`config.mk`:
```
export PLATFORM = sky130hd
export DESIGN_NAME = stack_pointer_unit
export DESIGN_NICKNAME = d
export VERILOG_FILES = /design/src/rtl/stack_pointer_unit.sv
export SDC_FILE = /design/constraint.sdc
export NUM_CORES = 1
export LEC_CHECK = 0
export BUFFER_PORTS_ARGS = -buffer_cell sky130_fd_sc_hd__buf_2
export CELL_PAD_IN_SITES_DETAIL_PLACEMENT = 0
export CELL_PAD_IN_SITES_GLOBAL_PLACEMENT = 1
export CORE_MARGIN = 2
export CORE_UTILIZATION = 33
export CTS_CLUSTER_SIZE = 14
export DETAILED_ROUTE_END_ITERATION = 7
export PLACE_DENSITY = 0.86
export SKIP_CTS_REPAIR_TIMING = 1
export SLEW_MARGIN = 15
export SYNTH_ARGS = -nofsm -noshare
export SYNTH_HDL_FRONTEND = slang
export SYNTH_SLANG_ARGS = --single-unit
```
`constraint.sdc`:
```
create_clock -name clk -period 1.7 [get_ports clk]
set_clock_uncertainty 0.05 [all_clocks]
set_input_delay 0.085 -clock clk [delete_from_list [all_inputs] [get_ports clk]]
set_output_delay 0.085 -clock clk [all_outputs]
set_load 0.01 [all_outputs]
```
`src/rtl/stack_pointer_unit.sv`:
```
// stack_pointer_unit
//
// Holds the architectural stack pointer. Sequences the multi-word stack
// transfers for interrupt entry (push PC high, PC low, flags), RTI (pop
// flags, PC low, PC high) and RET (pop PC low, PC high). It drives the
// memory-stage stack handler and takes that handler's modified_sp as the
// next SP.
//
// Optional feature: define STACK_BOUNDS_CHECK_EN to enable SP bounds
// checking. When it is enabled:
//   - A push at SP_LIMIT, or a pop at SP_RESET, leaves SP unchanged and
//     sets the sticky stack_fault.
//   - The SP_LIMIT parameter exists only in this build.
//
// Ports:
//   clk, rst          clock; asynchronous active-high reset
//   stall             memory-stage stall; freezes FSM, SP, pending, fault
//   sp_update/sp_push ordinary PUSH/POP/CALL commit in IDLE (push when 1)
//   int_req           interrupt entry request (level)
//   rti_req, ret_req  RTI / RET reached memory stage (pulses)
//   modified_sp       next SP computed by the stack handler
//   sp_out            registered SP to the handler's sp_in
//   mem_write_int     interrupt push strobe
//   rti_pop, ret_pop  pop strobes
//   word_sel          0 = PC high, 1 = PC low, 2 = flags
//   busy              sequence active or request pending; front end stalls
//   seq_done          pulse on the edge that leaves the last word
//   int_ack           pulse on the edge that takes IDLE -> PUSH0
//   stack_fault       sticky bounds violation
module stack_pointer_unit #(
    parameter logic [31:0] SP_RESET = 32'h00000FFF
`ifdef STACK_BOUNDS_CHECK_EN
    ,
    parameter logic [31:0] SP_LIMIT = 32'h00000800
`endif
) (
    input  logic        clk,
    input  logic        rst,
    input  logic        stall,
    input  logic        sp_update,
    input  logic        sp_push,
    input  logic        int_req,
    input  logic        rti_req,
    input  logic        ret_req,
    input  logic [31:0] modified_sp,
    output logic [31:0] sp_out,
    output logic        mem_write_int,
    output logic        rti_pop,
    output logic        ret_pop,
    output logic [1:0]  word_sel,
    output logic        busy,
    output logic        seq_done,
    output logic        int_ack,
    output logic        stack_fault
);

    typedef enum logic [2:0] {
        IDLE  = 3'd0,
        PUSH0 = 3'd1,
        PUSH1 = 3'd2,
        PUSH2 = 3'd3,
        POP0  = 3'd4,
        POP1  = 3'd5,
        POP2  = 3'd6
    } state_t;

    state_t      state_reg, state_next;
    logic [2:0]  pend_reg, pend_next;      // {int, rti, ret}
    logic        ret_mode_reg, ret_mode_next;
    logic [31:0] sp_reg;
    logic [2:0]  req_vec, cand;
    logic        in_push, in_pop, sp_commit;

    assign req_vec = {int_req, rti_req, ret_req};
    // In IDLE, pending and fresh requests compete under one priority order.
    assign cand    = pend_reg | req_vec;

    // Next-state, pending and completion pulses.
    always_comb begin
        state_next    = state_reg;
        pend_next     = pend_reg | req_vec;
        ret_mode_next = ret_mode_reg;
        int_ack       = 1'b0;
        seq_done      = 1'b0;
        unique case (state_reg)
            IDLE: begin
                pend_next = 3'b000;
                if (cand[2]) begin
                    state_next = PUSH0;
                    int_ack    = 1'b1;
                    pend_next  = cand & 3'b011;
                end else if (cand[1]) begin
                    state_next    = POP0;
                    ret_mode_next = 1'b0;
                    pend_next     = cand & 3'b001;
                end else if (cand[0]) begin
                    // RET skips the flags word and starts at PC low.
                    state_next    = POP1;
                    ret_mode_next = 1'b1;
                end
            end
            PUSH0: state_next = PUSH1;
            PUSH1: state_next = PUSH2;
            PUSH2: begin
                state_next = IDLE;
                seq_done   = 1'b1;
            end
            POP0:  state_next = POP1;
            POP1:  state_next = POP2;
            POP2: begin
                state_next = IDLE;
                seq_done   = 1'b1;
            end
            default: state_next = IDLE;
        endcase
        // A stall freezes everything. The pulses wait for the edge that
        // actually advances the FSM.
        if (stall) begin
            state_next    = state_reg;
            pend_next     = pend_reg;
            ret_mode_next = ret_mode_reg;
            int_ack       = 1'b0;
            seq_done      = 1'b0;
        end
    end

    always_ff @(posedge clk or posedge rst) begin
        if (rst) begin
            state_reg    <= IDLE;
            pend_reg     <= 3'b000;
            ret_mode_reg <= 1'b0;
        end else begin
            state_reg    <= state_next;
            pend_reg     <= pend_next;
            ret_mode_reg <= ret_mode_next;
        end
    end

    // Moore decode of the strobes and word selector.
    assign in_push       = (state_reg == PUSH0) || (state_reg == PUSH1) ||
                           (state_reg == PUSH2);
    assign in_pop        = (state_reg == POP0) || (state_reg == POP1) ||
                           (state_reg == POP2);
    assign mem_write_int = in_push;
    assign rti_pop       = in_pop && !ret_mode_reg;
    assign ret_pop       = in_pop && ret_mode_reg;
    assign busy          = (state_reg != IDLE) || (pend_reg != 3'b000);

    always_comb begin
        word_sel = 2'd0;
        unique case (state_reg)
            PUSH1, POP1: word_sel = 2'd1;
            PUSH2, POP0: word_sel = 2'd2;
            default:     word_sel = 2'd0;
        endcase
    end

    // A sequence word commits every cycle. An ordinary update commits
    // only in IDLE; it is ignored while a sequence runs.
    assign sp_commit = (state_reg != IDLE) || sp_update;

`ifdef STACK_BOUNDS_CHECK_EN
    logic fault_reg;
    logic push_commit, bound_hit;

    assign push_commit = in_push || ((state_reg == IDLE) && sp_push);
    assign bound_hit   = push_commit ? (sp_reg == SP_LIMIT)
                                     : (sp_reg == SP_RESET);

    always_ff @(posedge clk or posedge rst) begin
        if (rst) begin
            sp_reg    <= SP_RESET;
            fault_reg <= 1'b0;
        end else if (!stall && sp_commit) begin
            if (bound_hit) begin
                fault_reg <= 1'b1;
            end else begin
                sp_reg <= modified_sp;
            end
        end
    end

    assign stack_fault = fault_reg;
`else
    always_ff @(posedge clk or posedge rst) begin
        if (rst) begin
            sp_reg <= SP_RESET;
        end else if (!stall && sp_commit) begin
            sp_reg <= modified_sp;
        end
    end

    assign stack_fault = 1'b0;
`endif

    assign sp_out = sp_reg;

endmodule
```
Yosys cells after proc, flatten, opt, wreduce, memory -nomap -nowiden. Index checks and enable logic that the tools add are counted.

Bits in registers: 39. Input port bits: 40. Output and inout port bits: 41. Logic and storage cells: 49.

Equal/unequal tests: 7. Multiplexer cells: 15. Bitwise gates (word level): 3. Reductions and logical operators: 20.

Operators with widths (count): 3-bit one-hot mux with 5 select lines (1); 3-bit 2-to-1 mux (4); 3-bit equality test (second input constant) (3); 1-bit 2-to-1 mux (8); 3-bit by 2-bit equality test with 1-bit output (second input constant) (2); 1-bit logical OR (6); 3-bit nonzero test (2); 2-bit OR reduction (3); 4-bit inequality test (second input constant) (1); 2-bit one-hot mux with 2 select lines (1); 4-bit AND reduction (1); 3-bit by 1-bit equality test with 1-bit output (second input constant) (1); 1-bit logical AND (3); 3-bit logical NOT (1); 3-bit bitwise OR (1); 1-bit logical NOT (2); 2-bit 2-to-1 mux (1); 1-bit inverter (2); 2-bit AND reduction (1); 2-bit nonzero test (1).

Depth between registers and ports, before layout.
Depth after elaboration: 5. Depth in mapped cells: 5. Gate-level depth less buffers: 3.

Worst setup path after synthesis. OpenSTA, ideal clock, no wires.

Path kind: reg2reg. From: reg state_reg[0]. To: reg sp_reg[14], in the netlist sp_out[14]. Library setup time: 0.125 ns. Arrival time: 1.522 ns. Data required time: 1.525 ns. Setup slack: 0.002 ns. Cell stages (with the launch flop): 6. Buffers on the path: 2. Period minus slack after synthesis: 1.698 ns. Path through: dfrtp_1 -> buf_6 -> or3_4 -> o21a_4 -> buf_12 -> mux2_4.

Longest elaborated chain between the ends: 3.

Ends and longest elaborated chain: start, declared (line 67) `state_t state_reg, state_next;`; start signal, assigned (line 133) `state_reg <= state_next;`; 3-bit nonzero test (line 160) `assign sp_commit = (state_reg != IDLE) || sp_update;`; 1-bit logical OR (line 160); 1-bit logical AND (line 188) `end else if (!stall && sp_commit) begin`; end signal, assigned (line 189) `sp_reg <= modified_sp;`; end, declared (line 70) `logic [31:0] sp_reg;`.

No other way between the ends. A chain may end at the register's enable or synchronous reset.

Final worst setup path.
From: reg state_reg[0]. To: out busy.

Longest elaborated chain between the ends: 2.

Ends and longest elaborated chain: 3-bit nonzero test (line 147) `assign busy = (state_reg != IDLE) || (pend_reg != 3'b000);`; 1-bit logical OR (line 147); end, declared (line 51) `output logic busy,`.

No other way between the ends.

==> reports/metrics.cfg <==
[floorplanning]
pin_count=81
rows=26
start_util=0.348
die_x_um=78.1
coreArea_mm2=0.00520
dieHeight_um=78.1
dieArea_mm2=0.00609

[power]
p_clk_frac=0.170
power_frac_comb=0.422
power.density_mw_per_mm2=1330
p_int_mw=2.38
pwr-share-seq=0.408
p_sw_frac=0.329
p_leak_nw=1.32
power_mw=3.55
p_sw_mw=1.17
irDropWorstVdd_mv=0.476

[critical_path]
end_kind=output port
critPathLaunchType=flip-flop
critical_path_arrival_ns=1.63
critPathKind=flip-flop to output port
r2r-end=sp_out[15]$_DFFE_PP0P_
crit_start=state_reg[0]$_DFFE_PP0P_
required_ns=1.56
crit_end=busy
crit_path_max_fanout=3
r2r_setup_slack_ns=-0.04
worstRegToRegCells=3
rr_startpoint=state_reg[0]$_DFFE_PP0P_

[status]
violations=negative setup slack
status=complete, but fails checks

[min_path]
hold_path_class=primary input to flip-flop

[synth]
yosys_warnings=0
synth_nets=164
synth_common_cells=mux2_4 (30), dfrtp_1 (27), dfstp_2 (12)
async_reset_ff_frac=1.00
ys_ff_latch=39
syn-cell-area_mm2=0.00181
seq_area_frac_synth=0.547
synth.area.top_cells=dfrtp_1 (37%), mux2_4 (25%), dfstp_2 (17%)
synth.top_cell.area_share=0.373
synth_top_area_cell=dfrtp_1
syn_inst=124
synth_edf_count=0
synth.avg_cell_area_um2=14.6
ys.flop_type=dfrtp_1
synth.most_common_cell=mux2_4
ys_types=30

[drt]
totalWireLength_um=4140
drc=0
drt_iter0_markers=7
viasPerCell=4.30
ant_nets=0
wire_per_inst_um=13.3
route.vias.total=1336
first_pass_iters=3

[cts]
clk_pin_slew_worst_paths_ns=0.07
clockRootBuffer=clkbuf_8
htree_levels=2
cts.sinks=39
clk_latency_ns=0.28
cts_tree=done
cts_buffer_depth=2
numCtsBuffers=5

[cells_and_area]
area_delta_synth_final_pct=47.5
largest_register_ffs=32
post-route-util=0.513
drive_gt1_frac=0.589
n_antenna_cell=0
final_nets=280
design_area_mm2=0.00267

[timing]
fmaxAchievable_mhz=566
finalSetupViolCount=21
slew_violations=0
hold_viol=0
final.setup.tns_ns=-0.591
timing.final.crit_period_ns=1.77
max_slew_margin=0.577
rsz0062_at_grt=yes
post-route-period-util=1.04
worst-slew-pin-transition_ns=0.634
worst_slack_ns=-0.0669

[grt]
grt_pass1_vias=1231
grt_max_degree=40
grt_pass1_wl_um=5890
grt.overflow.total=0
antenna_found_initial=0
track_usage=0.124

[place]
place_congestion=0.735
dpl.hpwl_um=2630
io_buffer_count=78
placed_area_mm2=0.00223

[flow_run]
max_cap_viol_count=0

[area by class of cell]
class	count	area [µm²]
clock buffer	5	68.8
clock inverter	3	20.0
fill	472	2530
inverter	3	11.3
multi-input combinational	74	719
sequential	39	991
tap	70	87.6
timing repair buffer	117	772
[placed cells by master, fill, tap and decap left out, types with 2 or more instances in the layout]
cell type | Yosys | final
a21oi_1 | 5 | 5
and3_1 | 2 | 2
buf_2 | 0 | 77
buf_4 | 1 | 6
clkbuf_8 | 0 | 5
clkinvlp_4 | 0 | 2
dfrtp_1 | 27 | 27
dfstp_2 | 12 | 12
dlygate4sd3_1 | 0 | 33
inv_1 | 3 | 3
mux2_2 | 3 | 3
mux2_4 | 30 | 30
nand2_1 | 4 | 4
nor2_1 | 11 | 11
o21ai_0 | 4 | 4
[through the flow]
step                      std cells  worst slack [ns]  hold slack, ns
final                           311           -0.0669          0.0302
after global routing            311            -0.115          0.0538
after CTS                       277            -0.236          -0.141
after detailed placement        269           -0.0237           0.181
after global placement          269          -0.00437           0.176
after floorplan                 124           0.00241           0.182
[worst max-delay path: stages (launching register included)]
cell and delay, ns:
dfrtp_1 0.38, or3_4 0.41, or4_4 0.42, buf_6 0.14
[layer usage]
metal / track usage / up-vias / part of all wire
met2: 0.211 / 42 / 0.53
met3: 0.0253 / 8 / 0.036
met5: 0 / - / 0
met4: 0.0474 / 0 / 0.023
met1: 0.154 / 623 / 0.41
li1: - / 663 / -
[power groups by stage]
stage	logic, mW	clock network, mW	registers, mW
6_report	1.50	0.603	1.45
5_1_grt	1.62	0.680	1.49
4_1_cts	1.43	0.640	1.45
3_5_place_dp	1.43	0	1.45
3_3_place_gp	1.40	0	1.45
2_1_floorplan	0.886	0	1.56
[kinds of logic after synthesis]
group,after synthesis,synth area share
muxes,33,0.267
buffers and inverters,11,0.0567
and+or+nand+nor,25,0.0705
xor gates and xnor gates,1,0.00484
AOI/OAI and AO/OA,14,0.0511
other,1,0.00207
DFF,39,0.547
[worst min path at each step]
stage,startpoint,end,cells after the start
5_1_grt,int_req,pend_reg[2]$_DFFE_PP0N_,3
4_1_cts,rst,sp_out[29]$_DFFE_PP0P_,3
3_5_place_dp,rst,sp_out[29]$_DFFE_PP0P_,3
2_1_floorplan,modified_sp[0],sp_out[0]$_DFFE_PP1P_,1
3_3_place_gp,rst,sp_out[15]$_DFFE_PP0P_,3
6_report,int_req,pend_reg[2]$_DFFE_PP0N_,3
Power figures use the tool's default switching activity.
